==> src/rtl/clock_set_ctrl.sv <==
// Clock-block sequencer: 1 Hz tick in RUN, button-driven H/M/S time-set mode, single load strobe on exit.
// Optional auto-repeat on a held inc_btn is enabled by defining CLOCK_SET_AUTOREPEAT_EN.
module clock_set_ctrl #(
    parameter int CLK_HZ        = 50_000_000,
    parameter int REPEAT_START  = CLK_HZ / 2,
    parameter int REPEAT_PERIOD = CLK_HZ / 8
) (
    input  logic       clk,
    input  logic       reset,
    input  logic       mode_btn,
    input  logic       inc_btn,
    input  logic [4:0] cur_hour,
    input  logic [5:0] cur_min,
    input  logic [5:0] cur_sec,
    output logic       sec_tick,
    output logic       load,
    output logic [4:0] load_hour,
    output logic [5:0] load_min,
    output logic [5:0] load_sec,
    output logic [1:0] mode,
    output logic       blink
);
    typedef enum logic [1:0] {RUN = 2'd0, SET_H = 2'd1, SET_M = 2'd2, SET_S = 2'd3} state_t;

    localparam int PS_W      = (CLK_HZ > 2) ? $clog2(CLK_HZ) : 1;
    localparam int BLINK_DIV = (CLK_HZ / 4 > 0) ? CLK_HZ / 4 : 1;
    localparam int BL_W      = $clog2(BLINK_DIV + 1);
    localparam logic [PS_W-1:0] PS_MAX = PS_W'(CLK_HZ - 1);
    localparam logic [BL_W-1:0] BL_MAX = BL_W'(BLINK_DIV - 1);

    if (CLK_HZ < 2 || REPEAT_START < 1 || REPEAT_PERIOD < 1) begin : g_param_chk
        $error("clock_set_ctrl: CLK_HZ must be >= 2 and repeat timings >= 1");
    end

    state_t          state, state_nxt;
    logic            mode_prev, inc_prev;
    logic            mode_edge, inc_edge, inc_evt;
    logic [PS_W-1:0] ps_cnt;
    logic [BL_W-1:0] bl_cnt;

    assign mode_edge = mode_btn & ~mode_prev;
    assign inc_edge  = inc_btn & ~inc_prev;
    assign mode      = state;
    assign sec_tick  = (state == RUN) && (ps_cnt == PS_MAX);

    // Previous values start at 1 so a button held across reset release is not an edge.
    always_ff @(posedge clk or posedge reset) begin
        if (reset) begin
            mode_prev <= 1'b1;
            inc_prev  <= 1'b1;
        end else begin
            mode_prev <= mode_btn;
            inc_prev  <= inc_btn;
        end
    end

    always_ff @(posedge clk or posedge reset) begin
        if (reset) state <= RUN;
        else       state <= state_nxt;
    end

    always_comb begin
        state_nxt = state;
        if (mode_edge) begin
            case (state)
                RUN:     state_nxt = SET_H;
                SET_H:   state_nxt = SET_M;
                SET_M:   state_nxt = SET_S;
                default: state_nxt = RUN;
            endcase
        end
    end

`ifdef CLOCK_SET_AUTOREPEAT_EN
    localparam int RP_W = $clog2(REPEAT_START + 1);
    localparam logic [RP_W-1:0] RP_START  = RP_W'(REPEAT_START);
    localparam logic [RP_W-1:0] RP_RELOAD =
        (REPEAT_PERIOD > REPEAT_START) ? '0 : RP_W'(REPEAT_START - REPEAT_PERIOD + 1);

    logic [RP_W-1:0] rpt_cnt;
    logic            rpt_fire;

    // Counts held cycles after the press edge; a fire reloads so the next one is REPEAT_PERIOD later.
    assign rpt_fire = inc_btn && inc_prev && (state != RUN) && (rpt_cnt == RP_START);
    assign inc_evt  = inc_edge | rpt_fire;

    always_ff @(posedge clk or posedge reset) begin
        if (reset)                                            rpt_cnt <= '0;
        else if (mode_edge || state == RUN || !inc_btn || inc_edge) rpt_cnt <= '0;
        else if (rpt_fire)                                    rpt_cnt <= RP_RELOAD;
        else                                                  rpt_cnt <= rpt_cnt + 1'b1;
    end
`else
    assign inc_evt = inc_edge;
`endif

    // Mode edge has priority: an inc arriving in the same cycle is dropped.
    always_ff @(posedge clk or posedge reset) begin
        if (reset) begin
            load_hour <= '0;
            load_min  <= '0;
            load_sec  <= '0;
        end else if (mode_edge) begin
            if (state == RUN) begin
                load_hour <= cur_hour;
                load_min  <= cur_min;
                load_sec  <= cur_sec;
            end
        end else if (inc_evt) begin
            case (state)
                SET_H:   load_hour <= (load_hour == 5'd23) ? 5'd0 : load_hour + 5'd1;
                SET_M:   load_min  <= (load_min == 6'd59) ? 6'd0 : load_min + 6'd1;
                SET_S:   load_sec  <= 6'd0;
                default: ;
            endcase
        end
    end

    always_ff @(posedge clk or posedge reset) begin
        if (reset) load <= 1'b0;
        else       load <= mode_edge && (state == SET_S);
    end

    // Held at 0 outside RUN so the first tick after a load lands a full second later.
    always_ff @(posedge clk or posedge reset) begin
        if (reset)                ps_cnt <= '0;
        else if (state != RUN)    ps_cnt <= '0;
        else if (ps_cnt == PS_MAX) ps_cnt <= '0;
        else                      ps_cnt <= ps_cnt + 1'b1;
    end

    always_ff @(posedge clk or posedge reset) begin
        if (reset) begin
            bl_cnt <= '0;
            blink  <= 1'b0;
        end else if (state == RUN || mode_edge) begin
            bl_cnt <= '0;
            blink  <= 1'b0;
        end else if (bl_cnt == BL_MAX) begin
            bl_cnt <= '0;
            blink  <= ~blink;
        end else begin
            bl_cnt <= bl_cnt + 1'b1;
        end
    end
endmodule

==> config.mk <==
export PLATFORM = sky130hd
export DESIGN_NAME = clock_set_ctrl
export DESIGN_NICKNAME = d
export VERILOG_FILES = /design/src/rtl/clock_set_ctrl.sv
export SDC_FILE = /design/constraint.sdc
export NUM_CORES = 1
export LEC_CHECK = 0
export CORE_MARGIN = 10
export CORE_UTILIZATION = 53
export CTS_BUF_LIST = sky130_fd_sc_hd__clkbuf_2
export CTS_CLUSTER_SIZE = 16
export DETAILED_ROUTE_END_ITERATION = 7
export HOLD_SLACK_MARGIN = 0.06
export PLACE_DENSITY = 0.8
export REMOVE_ABC_BUFFERS = 1
export SLEW_MARGIN = 15
export SYNTH_ARGS = -nofsm -noshare
export SYNTH_HDL_FRONTEND = slang
export SYNTH_SLANG_ARGS = --single-unit
==> constraint.sdc <==
create_clock -name clk -period 1.99 [get_ports clk]
set_input_delay 0.2985 -clock clk [delete_from_list [all_inputs] [get_ports clk]]
set_output_delay 0.2985 -clock clk [all_outputs]
set_load 0.005 [all_outputs]
======== After elaboration in Yosys (flattened, before gate mapping) ========
Index checks and enable logic that the tools add are counted.
word-level totals
  register bits after elaboration ......... 73
  input port bits ......................... 21
  logic and storage cells ................. 61
  output and inout port bits .............. 22
operators by class
  $add $sub $neg .......................... 4
  mux-type cells .......................... 21
  equality and inequality tests ........... 8
  reductions and logical operators ........ 13
  bitwise gates (word level) .............. 5
operator list
  kind                                                  number
  2-to-1 mux 6 bit                                      9
  2-to-1 mux 26 bit                                     2
  2-to-1 mux 24 bit                                     2
  adder 26 x 1 -> 26 bit (second input constant)        1
  equality test 26 bit (second input constant)          1
  2-to-1 mux 5 bit                                      5
  adder 24 x 1 -> 24 bit (second input constant)        1
  equality test 24 bit (second input constant)          1
  nonzero test 2 bit                                    6
  AND reduction 3 bit                                   3
  adder 6 x 1 -> 6 bit (second input constant)          1
  equality test 6 bit (second input constant)           1
  one-hot mux 2 bit (3 select lines)                    1
  adder 5 x 1 -> 5 bit (second input constant)          1
  equality test 5 bit (second input constant)           1
  equality test 2 bit (second input constant)           2
  NOT 1 bit                                             3
  bitwise AND 1 bit                                     2
  equality test 2 x 1 -> 1 bit (second input constant)  1
  logical AND 1 bit                                     2
  logical NOT 2 bit                                     1
  2-to-1 mux 1 bit                                      2
  != test 2 x 1 -> 1 bit (second input constant)        1
  logical OR 1 bit                                      1

======== Logic depth before layout (Yosys ltp) ========
  word-level depth ........................ 5
  depth in mapped cells ................... 7
  gate-level depth less buffers ........... 6

======== Worst setup path before layout ========
No wires, ideal clock.
  path kind ............................... register to register
  start point ............................. reg ps_cnt[16]
  end point ............................... reg ps_cnt[19]
  data arrival time ....................... 1.915 ns
  period minus slack after synthesis ...... 2.045 ns
  data required time ...................... 1.860 ns
  path slack .............................. -0.055 ns
  setup time .............................. 0.130 ns
  cell stages (with the launch flop) ...... 6
  path buffers ............................ 1
  path through ............................ dfrtp_1 > or2_2 > or4_4 > o41ai_4 > buf_6 > a21oi_1
between the ends
  longest elaborated chain between the ends .. 3
  elaborated cells between the ends (all ways) .. 4
  those cells by class .................... add/sub (1); eq/ne (1); mux (2)
RTL lines
  item                                                            RTL line  text
  start: declaration                                              38        logic [PS_W-1:0] ps_cnt;
  start signal: assignment                                        129       else ps_cnt <= ps_cnt + 1'b1;
  adder 26 x 1 -> 26 bit or equality test 26 bit (tied branches)  129, 128
  2-to-1 mux 26 bit *                                             128       else if (ps_cnt == PS_MAX) ps_cnt <= '0;
  2-to-1 mux 26 bit *                                             127       else if (state != RUN) ps_cnt <= '0;
Mark *: on every way between the ends. The rest lies on a longest branch, timed or not.
A chain may end at the register's enable or synchronous reset.

======== Worst setup path after layout ========
  start point ............................. reg ps_cnt[18]
  end point ............................... out sec_tick
between the ends
  longest elaborated chain between the ends .. 2
RTL lines
  item                  RTL line  text
  equality test 26 bit  44        assign sec_tick = (state == RUN) && (ps_cnt == PS_MAX);
  logical AND 1 bit     44
  end: declaration      15        output logic sec_tick,
Every way passes these cells.

==> reports/qor.yml <==
synthesis:
  yosysMostFrequentCell: "dfrtp_1"
  synthTopCellsByCount: "dfrtp_1, nand2_1, nor2_1"
  yosysWarnings: 0
  synth_edf_count: 0
  async_flop_share: 1.000
  netlist_area_um2: 3864
  synth.area.top_cells: "dfrtp_1, o21ai_0, a21oi_1"
  synth-seq-area-share: 0.4734
  synth_cell_types: 50
  synth_top_area_share: 0.4598
  synth_area_leader_cell: "dfrtp_1"
  avgSynthCellArea_um2: 9.424
  ys_ff_latch: 73
  synthFlopType: "dfrtp_1"
  syn_inst: 410
grt:
  grt_pass1_wl_um: 16390
  grtUsageTotal: 0.1749
  grt.busiest_layer: "met2"
  use_met3: 0.04689
  use_met2: 0.3040
  grt_pass1_vias: 3558
  antenna_found_initial: 0
  grt_max_degree: 37
  use_met1: 0.2029
  grt-ovfl-total: 0
timing:
  fin_crit_ns: 2.436
  finalHoldViolCount: 0
  holdWs_ns: 0.2344
  tns_ns: -7.258
  finalCritPeriodShare: 1.224
  relSlewSlack: 0.6780
  worst_pin_slew_ns: 0.4763
  max_freq_mhz: 410.5
  clock_skew_ns: 0.02833
  worst_slack_ns: -0.4462
  setup_viol: 26
  rsz0062_at_grt: "true"
  finalMaxSlewViolations: 0
placement:
  dp_slack_ns: -0.3680
  io_buffers: 42
  dp_hpwl_um: 6851
  gp_congestion: 0.8646
route:
  routed_wl_um: 9780
  via_per_inst: 5.814
  drtIter0Drc: 158
  vias: 3535
  drc_errors: 0
  wl_per_cell_um: 16.09
  drtAntennaViolNets: 0
  drt-pass1-iter-count: 5
critical_path:
  ff2ff_setup_slack_ns: -0.42
  worst_r2r_path_depth: 8
  worst_r2r_startpoint: "ps_cnt[18]$_DFF_PP0_"
  cp.arrival_ns: 2.14
  reg2reg_to: "ps_cnt[0]$_DFF_PP0_"
  cp_max_fo: 2
  cp-end-kind: "output port"
  worstSetupStartpoint: "ps_cnt[18]$_DFF_PP0_"
  startpoint_type: "register"
  cp-endpoint: "sec_tick"
  worstSetupPathType: "register to output port"
  crit_required_ns: 1.69
power_and_ir_drop:
  power_density_nw_per_um2: 959.1
  intPower_mw: 3.305
  p_sw_mw: 1.530
  power_frac_comb: 0.382
  p_seq_frac: 0.396
  leakage_nw: 2.124
  p_clk_frac: 0.221
  swShare: 0.3164
  ir_drop_uv: 542.2
  totalPowerFinal_mw: 4.835
clocking:
  h-tree-depth: 3
  clock_latency_ns: 0.52
  clkTransAtPathRegs_ns: 0.18
  cts_tree: "built"
  cts_buffers: 9
  cts_root_buf: "clkbuf_2"
  clock_sinks: 73
  clockBufferDepth: 2
floorplanning:
  rows: 31
  initial_core_util: 0.5384
  die_h_um: 105.4
  fp.coreArea_um2: 7176
  die_w_um: 105.4
  top_level_ports: 43
  die-area_um2: 11100
final_layout:
  antenna_cells: 0
  area_growth_pct: 30.47
  drive_gt1_frac: 0.1847
  nets: 534
hold_path:
  min_path_type: "input port to register"
run_status:
  failed_checks: "setup timing"
  status: "finished, violations left"
flow_run:
  cap_viol_max_count: 0
layout by cell type, fill, tap and decap left out, drive strengths merged, types with 15 or more instances in the layout:
cell type,netlist,final
a21oi,29,29
dfrtp,71,71
buf,4,57
o21ai,31,31
nand2,37,37
clkdlybuf4s50,0,41
nor2,33,33
nand4,15,15
or4,17,17
nand3,30,30
layout make-up:
type                    count  area, um2
flip-flops and latches     73       1829
multi-input cells         309       1938
fillers                   530       2135
inverters                  10      37.54
well taps                  99      123.9
repair buffers            101      955.9
clock inverters             6      106.4
clock buffers              10      50.05
critical path: stages, from the launching register on:
cell and delay, ns:
dfrtp_1 0.42, or2_4 0.24, or4_4 0.53, nor4_2 0.20
and2_1 0.14, buf_2 0.11
logic make-up after synthesis:
kind of cell | after synthesis | share of synthesized area
buffers and inverters | 28 | 0.03206
AND/OR/NAND/NOR | 188 | 0.2707
flip-flops | 73 | 0.4734
XOR/XNOR | 22 | 0.04987
adder cells (fa/ha/maj) | 9 | 0.02915
multiplexers | 3 | 0.008096
AO/OA/AOI/OAI | 87 | 0.1367
per-layer routing:
| metal | vias to the layer above | routed length, um |
|---|---|---|
| met1 | 1719 | 4032 |
| met3 | 17 | 577 |
| met4 | 0 | 129 |
| li1 | 1693 | - |
| met2 | 106 | 5040 |
| met5 | - | 0 |
state kept, by name, indices dropped and copies added, names as in the netlist, 2 cells and up:
name,cells
ps_cnt,26
load_sec,6
load_min,6
load_hour,5
mode,2
bl_cnt,24
timing repair:
| item | in CTS | in global routing |
|---|---|---|
| pin swaps | 3 | 2 |
| gates cloned | 3 | 0 |
| buffers inserted | 4 | 7 |
| endpoints found under the hold margin | 11 | 0 |
| hold buffers | 1 | 0 |
| resized for setup | 7 | 5 |
| endpoints found under the setup margin | 29 | 35 |
power groups by stage:
stage	Combinational [mW]	Sequential [mW]	Clock (mW)
CTS	1.78	1.92	1.10
finish	1.85	1.92	1.07
global route	2.01	1.96	1.16
detailed placement	1.50	1.94	0
floorplan	0.630	1.94	0
global placement	1.46	1.93	0
worst min path at each step:
stage | startpoint | end | slack [ns] | depth (start not counted)
2_1_floorplan | inc_btn | inc_prev$_DFF_PP1_ | 0.30 | 0
3_3_place_gp | load_sec[2]$_DFFE_PP0P_ | load_sec[2]$_DFFE_PP0P_ | 0.45 | 2
3_5_place_dp | load_sec[4]$_DFFE_PP0P_ | load_sec[4]$_DFFE_PP0P_ | 0.46 | 2
4_1_cts | inc_btn | inc_prev$_DFF_PP1_ | 0.20 | 1
5_1_grt | inc_btn | inc_prev$_DFF_PP1_ | 0.20 | 1
6_report | inc_btn | inc_prev$_DFF_PP1_ | 0.23 | 1
metrics by stage:
stage               cell area (um2)  utilization  instances
finish                         5041       0.7025        608
global placement               4692       0.6539        577
global route                   5041       0.7025        608
detailed placement             4692       0.6539        577
CTS                            4970       0.6926        601
floorplan                      3777            -        392
Note: power is estimated with default switching activity, not from simulation.
